## config.mk

```make
export PLATFORM = sky130hd
export DESIGN_NAME = ddr_burst_writer
export DESIGN_NICKNAME = d
export VERILOG_FILES = /design/src/rtl/video_ddr_pkg.sv /design/src/rtl/wr_beat_skid.sv /design/src/rtl/ddr_burst_writer.sv
export SDC_FILE = /design/constraint.sdc
export NUM_CORES = 1
export LEC_CHECK = 0
export ABC_CLOCK_PERIOD_IN_PS = 3300
export BUFFER_PORTS_ARGS = -buffer_cell sky130_fd_sc_hd__clkbuf_2
export CAP_MARGIN = 20
export CORE_AREA = 2 2 236 238
export CTS_CLUSTER_SIZE = 28
export DETAILED_ROUTE_END_ITERATION = 10
export DIE_AREA = 0 0 238 240
export SYNTH_ARGS = -nofsm -noshare
export SYNTH_HDL_FRONTEND = slang
export SYNTH_SLANG_ARGS = --single-unit
```

## constraint.sdc

```tcl
create_clock -name clk -period 3.3 [get_ports clk]
set_input_delay 0.495 -clock clk [delete_from_list [all_inputs] [get_ports clk]]
set_output_delay 0.495 -clock clk [all_outputs]
set_load 0.1 [all_outputs]
```

## src/rtl/video_ddr_pkg.sv

```systemverilog
// Shared definitions for the video DDR write path: FSM encoding, beat geometry
// and the beat-pointer to DDR-address conversion.
package video_ddr_pkg;

  localparam logic [1:0] ST_IDLE = 2'd0;
  localparam logic [1:0] ST_AW   = 2'd1;
  localparam logic [1:0] ST_WR   = 2'd2;
  localparam logic [1:0] ST_DONE = 2'd3;

  localparam int BEAT_BYTES = 32;
  localparam logic [BEAT_BYTES-1:0] WSTRB_ALL = '1;
  localparam int DDR_UNITS_PER_BEAT = 8;

  // A beat pointer counts 256-bit words; DDR addresses count DQ-wide units.
  function automatic logic [31:0] beat_to_units(input logic [15:0] ptr);
    return 32'(ptr) * 32'(DDR_UNITS_PER_BEAT);
  endfunction

endpackage

```

## src/rtl/wr_beat_skid.sv

```systemverilog
// One-entry valid/ready skid register with bypass: an arriving beat goes
// straight out when the register is empty, and is parked when the sink stalls.
module wr_beat_skid
  import video_ddr_pkg::*;
#(
  parameter int W = 256
) (
  input  logic         clk,
  input  logic         rst,
  input  logic         in_valid,
  input  logic [W-1:0] in_data,
  output logic         in_ready,
  output logic         out_valid,
  output logic [W-1:0] out_data,
  input  logic         out_ready
);

  logic         full_reg;
  logic [W-1:0] data_reg;

  assign in_ready  = !full_reg || out_ready;
  assign out_valid = full_reg || in_valid;
  assign out_data  = full_reg ? data_reg : (in_valid ? in_data : '0);

  always_ff @(posedge clk or negedge rst) begin
    if (!rst) begin
      full_reg <= 1'b0;
      data_reg <= '0;
    end else if (full_reg) begin
      if (out_ready) begin
        full_reg <= in_valid;
        if (in_valid) data_reg <= in_data;
      end
    end else if (in_valid && !out_ready) begin
      full_reg <= 1'b1;
      data_reg <= in_data;
    end
  end

endmodule

```

## src/rtl/ddr_burst_writer.sv

```systemverilog
// Drains one half of a sampling line buffer as an AXI-style write burst to DDR.
// Define FRAME_PINGPONG_EN to alternate between two frame buffers in DDR.
module ddr_burst_writer
  import video_ddr_pkg::*;
#(
  parameter int                    DQ_WIDTH    = 32,
  parameter int                    RD_ADDR_LEN = 5,
  parameter int                    BURST_LEN   = 16,
  parameter int                    ADDR_WIDTH  = 28,
  parameter logic [ADDR_WIDTH-1:0] FRAME_BASE  = '0,
  parameter int                    FRAME_WORDS = 3600
) (
  input  logic                   clk,
  input  logic                   rst,
  input  logic                   src_ready,
  input  logic [3:0]             src_trans_id,
  input  logic                   src_frame_end,
  output logic                   src_rd_valid,
  output logic [RD_ADDR_LEN-1:0] src_rd_addr,
  input  logic [DQ_WIDTH*8-1:0]  src_rd_data,
  output logic [ADDR_WIDTH-1:0]  axi_awaddr,
  output logic [7:0]             axi_awlen,
  output logic [3:0]             axi_awid,
  output logic                   axi_awvalid,
  input  logic                   axi_awready,
  output logic [DQ_WIDTH*8-1:0]  axi_wdata,
  output logic [DQ_WIDTH-1:0]    axi_wstrb,
  output logic                   axi_wvalid,
  input  logic                   axi_wready,
  output logic                   axi_wlast,
  output logic                   frame_sel,
  output logic                   busy
);

  localparam int BEAT_W = RD_ADDR_LEN - 1;
  localparam logic [BEAT_W-1:0] LAST_BEAT = BEAT_W'(BURST_LEN - 1);

  logic [1:0]            state_reg, state_next;
  logic [15:0]           wr_ptr_reg;
  logic                  half_sel_reg;
  logic                  frame_pend_reg;
  logic [ADDR_WIDTH-1:0] awaddr_reg;
  logic [3:0]            awid_reg;
  logic [BEAT_W-1:0]     beat_idx_reg;
  logic                  rd_pend_reg;
  logic [BEAT_W-1:0]     out_idx_reg;

  logic                  aw_hs, w_hs, rd_adv, skid_in_ready;
  logic                  frame_hit, frame_apply, ptr_wrap;
  logic [16:0]           ptr_step;
  logic [ADDR_WIDTH-1:0] fbase, aw_addr_calc;
  logic [BEAT_W-1:0]     beat_idx_inc;

  assign aw_hs        = axi_awvalid && axi_awready;
  assign w_hs         = axi_wvalid && axi_wready;
  // beat_idx_reg is the beat currently on src_rd_data; it moves on only once
  // that beat has a place to go, otherwise its address is re-presented.
  assign rd_adv       = (state_reg == ST_WR) && rd_pend_reg && skid_in_ready;
  assign beat_idx_inc = beat_idx_reg + BEAT_W'(1);
  assign frame_hit    = frame_pend_reg || src_frame_end;
  assign frame_apply  = (state_reg == ST_DONE) && frame_hit;
  assign ptr_step     = {1'b0, wr_ptr_reg} + 17'(BURST_LEN);
  assign ptr_wrap     = ptr_step >= 17'(FRAME_WORDS);
  assign aw_addr_calc = fbase + ADDR_WIDTH'(beat_to_units(wr_ptr_reg));

`ifdef FRAME_PINGPONG_EN
  localparam logic [ADDR_WIDTH-1:0] FB1_OFS = ADDR_WIDTH'(FRAME_WORDS * DDR_UNITS_PER_BEAT);
  logic fb_idx_reg, frame_sel_reg;

  always_ff @(posedge clk or negedge rst) begin
    if (!rst) begin
      fb_idx_reg    <= 1'b0;
      frame_sel_reg <= 1'b0;
    end else if (frame_apply) begin
      frame_sel_reg <= fb_idx_reg;
      fb_idx_reg    <= ~fb_idx_reg;
    end
  end

  assign fbase     = fb_idx_reg ? FRAME_BASE + FB1_OFS : FRAME_BASE;
  assign frame_sel = frame_sel_reg;
`else
  assign fbase     = FRAME_BASE;
  assign frame_sel = 1'b0;
`endif

  always_comb begin
    state_next = state_reg;
    case (state_reg)
      ST_IDLE: if (src_ready) state_next = ST_AW;
      ST_AW:   if (aw_hs) state_next = ST_WR;
      ST_WR:   if (w_hs && axi_wlast) state_next = ST_DONE;
      default: state_next = ST_IDLE;
    endcase
  end

  always_ff @(posedge clk or negedge rst) begin
    if (!rst) begin
      state_reg      <= ST_IDLE;
      wr_ptr_reg     <= '0;
      half_sel_reg   <= 1'b0;
      frame_pend_reg <= 1'b0;
      awaddr_reg     <= '0;
      awid_reg       <= '0;
      beat_idx_reg   <= '0;
      rd_pend_reg    <= 1'b0;
      out_idx_reg    <= '0;
    end else begin
      state_reg <= state_next;
      if (state_reg == ST_IDLE && src_ready) begin
        awaddr_reg <= aw_addr_calc;
        awid_reg   <= src_trans_id;
      end
      if (aw_hs) begin
        beat_idx_reg <= '0;
        rd_pend_reg  <= 1'b1;
        out_idx_reg  <= '0;
      end else begin
        if (rd_adv) begin
          beat_idx_reg <= beat_idx_inc;
          if (beat_idx_reg == LAST_BEAT) rd_pend_reg <= 1'b0;
        end
        if (w_hs) out_idx_reg <= out_idx_reg + BEAT_W'(1);
      end
      if (frame_apply) begin
        wr_ptr_reg     <= '0;
        half_sel_reg   <= 1'b0;
        frame_pend_reg <= 1'b0;
      end else if (state_reg == ST_DONE) begin
        half_sel_reg <= ~half_sel_reg;
        wr_ptr_reg   <= ptr_wrap ? 16'd0 : ptr_step[15:0];
      end else if (src_frame_end) begin
        frame_pend_reg <= 1'b1;
      end
    end
  end

  always_comb begin
    src_rd_addr = '0;
    case (state_reg)
      ST_AW:   src_rd_addr = {half_sel_reg, {BEAT_W{1'b0}}};
      ST_WR:   src_rd_addr = {half_sel_reg, rd_adv ? beat_idx_inc : beat_idx_reg};
      default: src_rd_addr = '0;
    endcase
  end

  wr_beat_skid #(.W(DQ_WIDTH * 8)) u_skid (
    .clk       (clk),
    .rst       (rst),
    .in_valid  (rd_pend_reg),
    .in_data   (src_rd_data),
    .in_ready  (skid_in_ready),
    .out_valid (axi_wvalid),
    .out_data  (axi_wdata),
    .out_ready (axi_wready)
  );

  generate
    if (DQ_WIDTH == BEAT_BYTES) begin : g_wstrb_pkg
      assign axi_wstrb = WSTRB_ALL;
    end else begin : g_wstrb_param
      assign axi_wstrb = '1;
    end
  endgenerate

  assign axi_wlast    = axi_wvalid && (out_idx_reg == LAST_BEAT);
  assign axi_awvalid  = (state_reg == ST_AW);
  assign axi_awaddr   = awaddr_reg;
  assign axi_awid     = awid_reg;
  assign axi_awlen    = axi_awvalid ? 8'(BURST_LEN - 1) : 8'd0;
  assign src_rd_valid = (state_reg == ST_AW) || (state_reg == ST_WR);
  assign busy         = (state_reg != ST_IDLE);

endmodule
```

==> qor.json, run 1 <==
{
  "run_status": {"value": "complete, no violations"},
  "number_of_antenna_violations_at_the_first_check_in_global_routing": {"value": 4},
  "fin_cells": {"value": 2376},
  "min_to": {"value": "axi_awid[0]"},
  "number_of_endpoints_with_negative_hold_slack_in_the_final_report": {"value": 0},
  "cts-resized-gates": {"value": 0},
  "clock.fmax": {"value": 0.3241, "unit": "GHz"},
  "crit_type": {"value": "reg -> out"},
  "critical_path.startpoint_type": {"value": "flop"},
  "postSynthAreaPerCell": {"value": 12.90, "unit": "sq um"},
  "multi_input_comb_area": {"value": 6306, "unit": "sq um"},
  "power_frac_comb": {"value": 45.7, "unit": "%"},
  "worstHoldPathCells": {"value": 2},
  "placedCellCount": {"value": 2309},
  "slew_headroom": {"value": 44.98, "unit": "%"},
  "fin_crit": {"value": 3086, "unit": "ps"},
  "cell_internal_pwr": {"value": 8232, "unit": "uW"},
  "clock_tree.buffer_depth": {"value": 3},
  "placed_area": {"value": 18570, "unit": "sq um"},
  "timing.final.crit_share": {"value": 93.51, "unit": "%"},
  "fillers": {"value": 5407},
  "reg2reg_depth": {"value": 6},
  "final_common_cell": {"value": "clkbuf_2"},
  "setup-violations-final": {"value": 0},
  "root_buffer": {"value": "clkbuf_16"},
  "fin_worst_hold_slack": {"value": 170.9, "unit": "ps"},
  "floorplan_die_height": {"value": 240, "unit": "um"},
  "pin_count_of_the_biggest_net_entering_global_routing": {"value": 139},
  "syn-instance-count": {"value": 1119},
  "row_count": {"value": 86},
  "cp.arrival": {"value": 2590, "unit": "ps"},
  "r2r_startpoint": {"value": "wr_ptr_reg[4]"},
  "tritoncts": {"value": "done"},
  "avgRoutedWirePerCell": {"value": 16.99, "unit": "um"},
  "tightestPinTransition": {"value": 825.3, "unit": "ps"},
  "switching_power": {"value": 7463, "unit": "uW"},
  "yosys_register_bits": {"value": 298},
  "timing.hold.worst.class": {"value": "in -> reg"},
  "route.detailed.drc": {"value": 0},
  "worst_setup_path_end_kind": {"value": "primary output"},
  "clock_power_share": {"value": 25.4, "unit": "%"},
  "drt_first_pass_iters": {"value": 6},
  "synth.cell_area": {"value": 14430, "unit": "sq um"},
  "synth_top_area_cell": {"value": "dfrtp_1"},
  "die_w": {"value": 238, "unit": "um"},
  "via_count": {"value": 11230},
  "layout.cells.most_common_list": {"value": "clkbuf_2, dfrtp_1, mux2_2"},
  "initial_utilization": {"value": 26.41, "unit": "%"},
  "wire_length_of_the_first_global_routing_pass": {"value": 61510, "unit": "um"},
  "largest_reg_flops": {"value": 256},
  "via_count_of_the_first_global_routing_pass": {"value": 11360},
  "post-dp-hpwl": {"value": 29320, "unit": "um"},
  "drt_iter0_drc": {"value": 498},
  "area_growth_syn_to_layout": {"value": 37.01, "unit": "%"},
  "number_of_nets_with_antenna_violations_after_detailed_routing": {"value": 0},
  "layout.area.seq": {"value": 7461, "unit": "sq um"},
  "static-leakage-power": {"value": 0.009375, "unit": "uW"},
  "cts_made_buffers": {"value": 36},
  "clock_pin_slew_on_the_worst_setup_and_hold_paths": {"value": 60, "unit": "ps"},
  "finalInstanceArea": {"value": 19780, "unit": "sq um"},
  "pnr_total_power": {"value": 15700, "unit": "uW"},
  "floorplan.core_area": {"value": 54660, "unit": "sq um"},
  "grt_setup_unrepaired": {"value": "false"},
  "required_time_of_the_critical_path": {"value": 2800, "unit": "ps"},
  "route.final.wire_length": {"value": 40360, "unit": "um"},
  "grt.total_usage": {"value": 13.37, "unit": "%"},
  "post_synth_main_area_contributors": {"value": "dfrtp_1, mux2_2, a22o_1"},
  "die_area": {"value": 57120, "unit": "sq um"},
  "share_of_synthesized_area_occupied_by_flip_flops_and_latches": {"value": 51.66, "unit": "%"},
  "r2r_end": {"value": "wr_ptr_reg[6]"},
  "warning_count_from_the_yosys_run": {"value": 0},
  "sequentialPowerShare": {"value": 28.9, "unit": "%"},
  "ir_worst_vdd": {"value": 0.0005216, "unit": "V"},
  "insertion_delay": {"value": 550, "unit": "ps"},
  "power_density": {"value": 793.6, "unit": "nW/um^2"},
  "boundaryPins": {"value": 605},
  "setup_slack_on_the_worst_flop_to_flop_path": {"value": 920, "unit": "ps"},
  "portBuffers": {"value": 551},
  "via_per_inst": {"value": 4.728},
  "cap_violations": {"value": 0},
  "p_sw_share": {"value": 47.55, "unit": "%"},
  "timing.final.max_slew_violations": {"value": 0},
  "cts.sinks": {"value": 298},
  "fin_skew": {"value": 24.54, "unit": "ps"},
  "gp_routability_congestion": {"value": 0.7817},
  "synthDistinctLibCells": {"value": 46},
  "cts-htree-levels": {"value": 2},
  "global_route_overflow": {"value": 0},
  "worstPathMaxFanout": {"value": 94},
  "min_from": {"value": "src_trans_id[0]"},
  "num-nets-final": {"value": 1919},
  "synth_top_cell_area_share": {"value": 51.66, "unit": "%"},
  "cts_setup_buffers": {"value": 0},
  "layout_cells_sized_above_1": {"value": 54.91, "unit": "%"}
}
-- kinds of logic (layout without fill, tap and decap cells) --
family | after synthesis | in the layout | synth area share, %
simple gates | 77 | 77 | 2.757
compound gates | 291 | 291 | 17.13
other cells | 2 | 55 | 0.05203
xor+xnor | 8 | 8 | 0.4855
flops | 298 | 298 | 51.66
buf+inv | 164 | 664 | 6.111
fa+ha+maj | 9 | 9 | 0.7802
mux | 270 | 270 | 21.02
-- worst max path at each step --
| stage | start | end | depth (start not counted) | slack [ps] |
|---|---|---|---|---|
| floorplan | state_reg[0] | src_rd_addr[0] | 4 | -80 |
| global placement | axi_wready | src_rd_addr[3] | 7 | 810 |
| detailed placement | rd_pend_reg | axi_wdata[84] | 5 | 820 |
| CTS | rd_pend_reg | axi_wdata[81] | 5 | 200 |
| global route | rd_pend_reg | axi_wdata[81] | 5 | 110 |
| finish | rd_pend_reg | axi_wdata[81] | 5 | 210 |
-- layer usage --
metal	global-route usage, %	part of all wire [%]
met3	4.707	9.4
met2	23.44	50
met4	4.337	2.3
met1	15.19	38
met5	0	0
-- critical path, cell delays in order, from the launching register on --
cell	delay, ps
dfrtp_1	480
nor2b_4	260
buf_12	340
buf_4	390
a22o_1	240
buf_12	190
-- synth_stat cells, drive strengths merged --
library cell	instances
dfrtp	298
mux2	265
a22o	255
buf	93
clkbuf	58
nand2	22
nor2	19
o21ai	17
inv	13
ha	9
nand4	7
nand3	6
mux2i	5
nor2b	5
nor3	5
xor2	5
a31oi	3
and2	3
xnor2	3
a211o	2
a21oi	2
a32o	2
and3	2
and4	2
conb	2
nand2b	2
nor4	2
o211ai	2
a211oi	1
a21o	1
a221oi	1
a311o	1
nand3b	1
o211a	1
o21bai	1
o22ai	1
o311ai	1
or2	1
-- power by group through the flow --
stage               Combinational, uW  Clock, uW  Sequential, uW
finish                           7170       3980            4540
global route                     7440       4290            4610
CTS                              7220       4140            4540
detailed placement               7210          0            4600
global placement                 7150          0            4560
floorplan                        5500          0            4900
-- area by class of cell --
cell class	instances	area share [%]
antenna	2	0.02531
multi-input combinational	708	31.89
inverter	13	0.2467
timing repair buffer	587	19.65
clock inverter	13	0.7655
tap	704	4.454
sequential	298	37.73
clock buffer	51	5.245
-- through the flow --
stage	setup TNS, ps	setup slack, ps	util [%]
finish	0	214.2	36.18
global route	0	108.2	36.17
CTS	0	196.8	36.17
detailed placement	0	821.3	33.98
global placement	0	811.0	33.98
floorplan	-291.9	-75.09	-
-- repair_timing --
item                       CTS  global route
setup endpoints to repair    0             0
hold endpoints to repair    66             0
hold buffers                 1             0
Power figures use the tool's default switching activity.
==> run 2: changes to the inputs <==
--- a/config.mk
+++ b/config.mk
@@ -8,10 +8,10 @@
 export ABC_CLOCK_PERIOD_IN_PS = 3300
 export BUFFER_PORTS_ARGS = -buffer_cell sky130_fd_sc_hd__clkbuf_2
 export CAP_MARGIN = 20
-export CORE_AREA = 2 2 236 238
+export CORE_AREA = 5 5 290 178
 export CTS_CLUSTER_SIZE = 28
 export DETAILED_ROUTE_END_ITERATION = 10
-export DIE_AREA = 0 0 238 240
+export DIE_AREA = 0 0 295 183
 export SYNTH_ARGS = -nofsm -noshare
 export SYNTH_HDL_FRONTEND = slang
 export SYNTH_SLANG_ARGS = --single-unit
==> qor.json, run 2 (synthesized netlist as in run 1, its figures left out) <==
{
  "cts_setup_buffers": {"value": 0},
  "failed_checks": {"value": "hold timing"},
  "tightestPinTransition": {"value": 891.5, "unit": "ps"},
  "die_area": {"value": 53990, "unit": "sq um"},
  "finalInstanceArea": {"value": 21450, "unit": "sq um"},
  "setup_slack_on_the_worst_flop_to_flop_path": {"value": 870, "unit": "ps"},
  "cap_violations": {"value": 0},
  "timing.final.max_slew_violations": {"value": 0},
  "cp_cell_sequence": {"value": "nor2b_4 -> buf_4 -> buf_6 -> a22o_1 -> buf_12"},
  "static-leakage-power": {"value": 0.009935, "unit": "uW"},
  "crit_type": {"value": "reg -> out"},
  "switching_power": {"value": 7625, "unit": "uW"},
  "cp.arrival": {"value": 2550, "unit": "ps"},
  "via_per_inst": {"value": 4.964},
  "clock_tree.buffer_depth": {"value": 3},
  "fin_crit": {"value": 3041, "unit": "ps"},
  "number_of_antenna_violations_at_the_first_check_in_global_routing": {"value": 5},
  "fin_worst_setup_slack": {"value": 259.1, "unit": "ps"},
  "via_count": {"value": 11460},
  "initial_utilization": {"value": 29.58, "unit": "%"},
  "number_of_nets_with_antenna_violations_after_detailed_routing": {"value": 0},
  "wire_length_of_the_first_global_routing_pass": {"value": 70440, "unit": "um"},
  "power_density": {"value": 770.4, "unit": "nW/um^2"},
  "die_w": {"value": 295, "unit": "um"},
  "row_count": {"value": 63},
  "route.final.wire_length": {"value": 47360, "unit": "um"},
  "route.detailed.drc": {"value": 0},
  "floorplan_die_height": {"value": 183, "unit": "um"},
  "via_count_of_the_first_global_routing_pass": {"value": 11810},
  "pnr_total_power": {"value": 16520, "unit": "uW"},
  "crit_path_top_delay_cell": {"value": "dfrtp_1"},
  "tritoncts": {"value": "done"},
  "grt_setup_unrepaired": {"value": "false"},
  "critical_path.startpoint_type": {"value": "flop"},
  "pin_count_of_the_biggest_net_entering_global_routing": {"value": 145},
  "fillers": {"value": 4470},
  "number_of_endpoints_with_negative_hold_slack_in_the_final_report": {"value": 1},
  "finalSetupTns": {"value": 0, "unit": "ps"},
  "cts_made_buffers": {"value": 34},
  "ir_worst_vdd": {"value": 0.0006208, "unit": "V"},
  "clock_power_share": {"value": 23.9, "unit": "%"},
  "slowest_stage_delay_on_critical_path": {"value": 500, "unit": "ps"},
  "area_growth_syn_to_layout": {"value": 48.58, "unit": "%"},
  "cts-hold-fix-buffers": {"value": 0},
  "worst_setup_path_end_kind": {"value": "primary output"},
  "insertion_delay": {"value": 520, "unit": "ps"},
  "largest_reg_flops": {"value": 256},
  "drt_iter0_drc": {"value": 632},
  "layout_cells_sized_above_1": {"value": 54.71, "unit": "%"},
  "grt.total_usage": {"value": 16.41, "unit": "%"},
  "drt_first_pass_iters": {"value": 5},
  "fin_worst_hold_slack": {"value": -9.227, "unit": "ps"},
  "cts-htree-levels": {"value": 2},
  "timing.final.crit_share": {"value": 92.15, "unit": "%"},
  "clock.fmax": {"value": 0.3289, "unit": "GHz"},
  "fin_cells": {"value": 2309},
  "sequentialPowerShare": {"value": 27.4, "unit": "%"},
  "r2r_startpoint": {"value": "u_skid.full_reg"},
  "global_route_overflow": {"value": 0},
  "setup-violations-final": {"value": 0},
  "num-nets-final": {"value": 1906},
  "post-dp-hpwl": {"value": 35570, "unit": "um"},
  "boundaryPins": {"value": 605},
  "clock_pin_slew_on_the_worst_setup_and_hold_paths": {"value": 60, "unit": "ps"},
  "gp_routability_congestion": {"value": 0.8828},
  "layout.cells.most_common_list": {"value": "clkbuf_2, dfrtp_1, mux2_2"},
  "slew_headroom": {"value": 40.56, "unit": "%"},
  "run_status": {"value": "finished with violations"},
  "worstPathMaxFanout": {"value": 53},
  "cell_internal_pwr": {"value": 8896, "unit": "uW"},
  "portBuffers": {"value": 551},
  "required_time_of_the_critical_path": {"value": 2800, "unit": "ps"},
  "floorplan.core_area": {"value": 48790, "unit": "sq um"},
  "final_common_cell": {"value": "clkbuf_2"},
  "root_buffer": {"value": "clkbuf_16"},
  "avgRoutedWirePerCell": {"value": 20.51, "unit": "um"},
  "r2r_end": {"value": "u_skid.data_reg[169]"},
  "timing.hold.worst.class": {"value": "in -> async"},
  "power_frac_comb": {"value": 48.6, "unit": "%"},
  "reg2reg_depth": {"value": 5},
  "placedCellCount": {"value": 2245},
  "place_worst_setup_slack": {"value": 635.1, "unit": "ps"},
  "p_sw_share": {"value": 46.15, "unit": "%"},
  "placed_area": {"value": 20270, "unit": "sq um"},
  "fin_skew": {"value": 15.89, "unit": "ps"},
  "cts.sinks": {"value": 298}
}
-- run 2: cell count changes in the layout (fill, tap and decap cells not counted), moves of 2 or more --
cell | before | now
clkbuf_2 | 502 | 338
buf_4 | 25 | 64
clkinv_2 | 6 | 4
clkinv_4 | 1 | 3
buf_12 | 58 | 172
clkbuf_8 | 8 | 6
bufinv_16 | 2 | 4
clkbuf_16 | 36 | 34
clkbuf_1 | 7 | 5
-- run 2: timing repair --
action | 4_1_cts | 5_1_grt
endpoints found under the setup margin | 0 | 1
resized for setup | 0 | 1
hold endpoints to repair | 0 | 0
-- run 2: metal layers --
layer  global-route usage (%)  wire length (um)  vias up
met5                        0                13        -
met4                    4.385              1234        2
met3                    4.188              3075       84
met2                    28.15             23760      322
met1                    20.78             19280     5936
li1                         -                 -     5117
-- run 2: power groups by stage --
stage | sequential, uW | clock (uW) | combinational, uW
2_1_floorplan | 4900 | 0 | 5500
3_3_place_gp | 4550 | 0 | 8010
3_5_place_dp | 4590 | 0 | 8080
4_1_cts | 4520 | 4110 | 8090
5_1_grt | 4590 | 4250 | 8290
6_report | 4530 | 3960 | 8030
-- run 2: final cells by class --
type / instances / area, sq um / area share (%)
inverter: 13 / 48.80 / 0.2275
tap: 650 / 813.3 / 3.792
multi-input combinational: 708 / 6306 / 29.40
timing repair buffer: 576 / 5642 / 26.31
antenna: 3 / 7.507 / 0.03501
clock inverter: 16 / 215.2 / 1.003
clock buffer: 45 / 952.2 / 4.440
sequential: 298 / 7461 / 34.79
-- run 2: metrics by stage --
step                util, %  hold slack (ps)
finish                43.95           -9.227
global route          43.95            33.32
CTS                   43.93            28.50
detailed placement    41.54            474.4
global placement      41.54            464.1
floorplan                 -            199.4
-- run 2: worst max-delay path by stage --
stage / from / to / slack [ps]
floorplan: state_reg[0] / src_rd_addr[0] / -80
global placement: rd_pend_reg / axi_wdata[138] / 650
detailed placement: rd_pend_reg / axi_wdata[138] / 640
CTS: rd_pend_reg / axi_wdata[138] / 60
global route: rd_pend_reg / axi_wdata[138] / 100
finish: rd_pend_reg / axi_wdata[138] / 260
-- run 2: critical path, delay by kind of cell (launching register included) --
family | cells | cell delay (ps)
simple gates | 1 | 230
flops | 1 | 500
compound gates | 1 | 390
buf+inv | 3 | 840
==> run 3: changes to the inputs <==
--- a/config.mk
+++ b/config.mk
@@ -8,10 +8,11 @@
 export ABC_CLOCK_PERIOD_IN_PS = 3300
 export BUFFER_PORTS_ARGS = -buffer_cell sky130_fd_sc_hd__clkbuf_2
 export CAP_MARGIN = 20
-export CORE_AREA = 5 5 290 178
+export CORE_AREA = 5 5 232 234
 export CTS_CLUSTER_SIZE = 28
 export DETAILED_ROUTE_END_ITERATION = 10
-export DIE_AREA = 0 0 295 183
+export DIE_AREA = 0 0 237 239
+export RECOVER_POWER = 50
 export SYNTH_ARGS = -nofsm -noshare
 export SYNTH_HDL_FRONTEND = slang
 export SYNTH_SLANG_ARGS = --single-unit
==> qor.json, run 3 (synthesized netlist as in run 1, its figures left out) <==
{
  "timing.final.crit_share": {"value": 95.49, "unit": "%"},
  "wire_length_of_the_first_global_routing_pass": {"value": 67190, "unit": "um"},
  "layout_cells_sized_above_1": {"value": 53.01, "unit": "%"},
  "number_of_antenna_violations_at_the_first_check_in_global_routing": {"value": 4},
  "grt_setup_unrepaired": {"value": "false"},
  "floorplan.core_area": {"value": 51810, "unit": "sq um"},
  "drt_iter0_drc": {"value": 481},
  "finalInstanceArea": {"value": 20090, "unit": "sq um"},
  "area_growth_syn_to_layout": {"value": 39.16, "unit": "%"},
  "final_common_cell": {"value": "clkbuf_2"},
  "gp_routability_congestion": {"value": 0.8056},
  "cts-htree-levels": {"value": 2},
  "num-nets-final": {"value": 1924},
  "via_count_of_the_first_global_routing_pass": {"value": 11850},
  "cp.arrival": {"value": 2660, "unit": "ps"},
  "cap_violations": {"value": 1},
  "die_w": {"value": 237, "unit": "um"},
  "pin_count_of_the_biggest_net_entering_global_routing": {"value": 125},
  "largest_reg_flops": {"value": 256},
  "crit_path_top_delay_cell": {"value": "dfrtp_4"},
  "via_per_inst": {"value": 4.762},
  "global_route_overflow": {"value": 0},
  "slowest_stage_delay_on_critical_path": {"value": 630, "unit": "ps"},
  "setup-violations-final": {"value": 0},
  "floorplan_die_height": {"value": 239, "unit": "um"},
  "initial_utilization": {"value": 27.86, "unit": "%"},
  "number_of_endpoints_with_negative_hold_slack_in_the_final_report": {"value": 0},
  "critical_path.startpoint_type": {"value": "flop"},
  "timing.hold.worst.class": {"value": "in -> reg"},
  "worst_setup_path_end_kind": {"value": "primary output"},
  "ir_worst_vdd": {"value": 0.0007848, "unit": "V"},
  "clock_pin_slew_on_the_worst_setup_and_hold_paths": {"value": 60, "unit": "ps"},
  "cts_made_buffers": {"value": 36},
  "drt_first_pass_iters": {"value": 4},
  "slew_headroom": {"value": -57.59, "unit": "%"},
  "cts.sinks": {"value": 298},
  "cts_setup_buffers": {"value": 0},
  "post-dp-hpwl": {"value": 32820, "unit": "um"},
  "route.detailed.drc": {"value": 0},
  "timing.final.max_slew_violations": {"value": 96},
  "route.final.wire_length": {"value": 43990, "unit": "um"},
  "setup_slack_on_the_worst_flop_to_flop_path": {"value": 300, "unit": "ps"},
  "critical_path.most_common_cell": {"value": "buf_12"},
  "root_buffer": {"value": "clkbuf_16"},
  "run_status": {"value": "finished with violations"},
  "fin_skew": {"value": 12.26, "unit": "ps"},
  "place_worst_setup_slack": {"value": 703.3, "unit": "ps"},
  "cp_cell_sequence": {"value": "nor2b_4 -> buf_12 -> buf_12 -> a22o_1 -> clkbuf_2"},
  "worstPathMaxFanout": {"value": 64},
  "tightestPinTransition": {"value": 2364, "unit": "ps"},
  "required_time_of_the_critical_path": {"value": 2800, "unit": "ps"},
  "avgRoutedWirePerCell": {"value": 18.58, "unit": "um"},
  "clock.fmax": {"value": 0.3173, "unit": "GHz"},
  "fin_worst_setup_slack": {"value": 148.7, "unit": "ps"},
  "placed_area": {"value": 18960, "unit": "sq um"},
  "layout.cells.most_common_list": {"value": "clkbuf_2, dfrtp_1, mux2_2"},
  "boundaryPins": {"value": 605},
  "fin_crit": {"value": 3151, "unit": "ps"},
  "grt.total_usage": {"value": 14.65, "unit": "%"},
  "clock_tree.buffer_depth": {"value": 3},
  "via_count": {"value": 11270},
  "crit_type": {"value": "reg -> out"},
  "insertion_delay": {"value": 530, "unit": "ps"},
  "failed_checks": {"value": "capacitance limit, slew limit"},
  "number_of_nets_with_antenna_violations_after_detailed_routing": {"value": 0},
  "portBuffers": {"value": 551},
  "power_density": {"value": 796.4, "unit": "nW/um^2"},
  "static-leakage-power": {"value": 0.009398, "unit": "uW"},
  "tritoncts": {"value": "done"},
  "row_count": {"value": 84},
  "die_area": {"value": 56640, "unit": "sq um"}
}
## run 3: cell count changes in the layout (fill, tap and decap cells not counted), sizes merged
cell         change
dlygate4sd3      +1
clkinv           -4
clkbuf         +118
inv              -1
diode            +1
bufinv           -1
buf             -94
## run 3: worst paths after layout
kind | from | end | depth (start not counted)
max in group asynchronous | rst | u_skid.data_reg[45] | 2
min in group asynchronous | rst | u_skid.data_reg[213] | 2
setup reg to reg | u_skid.full_reg | u_skid.data_reg[126] | 5
setup / recovery | u_skid.full_reg | axi_wdata[132] | 5
hold / removal | src_trans_id[2] | axi_awid[2] | 2
hold reg to reg | axi_awaddr[8] | axi_awaddr[8] | 2
## run 3: cell type report
type | instances | area (sq um)
Inverter | 13 | 48.80
Clock inverter | 10 | 145.1
Tap cell | 688 | 860.8
Timing Repair Buffer | 592 | 4167
Antenna cell | 4 | 10.01
Multi-Input combinational cell | 708 | 6294
Fill cell | 5059 | 31730
Sequential cell | 298 | 7461
Clock buffer | 54 | 1101
## run 3: critical path, delay by kind of cell (launching register included)
family | cells | cell delay, ps
buffers and inverters | 3 | 1000
AO/OA/AOI/OAI | 1 | 200
flip-flops | 1 | 630
AND/OR/NAND/NOR | 1 | 230
## run 3: per-stage QoR
stage | power [uW] | util (%) | TNS (ps) | hold WS (ps) | std cells
global route | 16660 | 38.76 | 0 | 160.0 | 2366
floorplan | 10400 | - | -291.9 | 199.4 | 1170
CTS | 16250 | 39.02 | 0 | 157.1 | 2363
finish | 16000 | 38.77 | 0 | 204.0 | 2367
detailed placement | 12030 | 36.59 | 0 | 474.7 | 2298
global placement | 11950 | 36.59 | 0 | 469.4 | 2298
## run 3: power by group
part | leakage (uW) | total (uW) | switching, uW | internal [uW]
Combinational | 0.00526 | 7350 | 5570 | 1780
Sequential | 0.00353 | 4550 | 349 | 4200
Clock | 0.000607 | 4100 | 1560 | 2550
Total | 0.00940 | 16000 | 7470 | 8530
## run 3: repair_timing
item	4_1_cts	5_1_grt
endpoints found under the setup margin	0	2
endpoints found under the hold margin	6	0
hold buffers	1	0
gates resized for setup	0	3
## run 3: routing by layer
layer  GRT usage (%)  vias to the layer above  routed length (um)
li1                -                     5161                   -
met2           25.63                      414               22360
met5               0                        -                   0
met1           17.34                     5645               17210
met3           5.053                       52                3667
met4           3.691                        0                 749
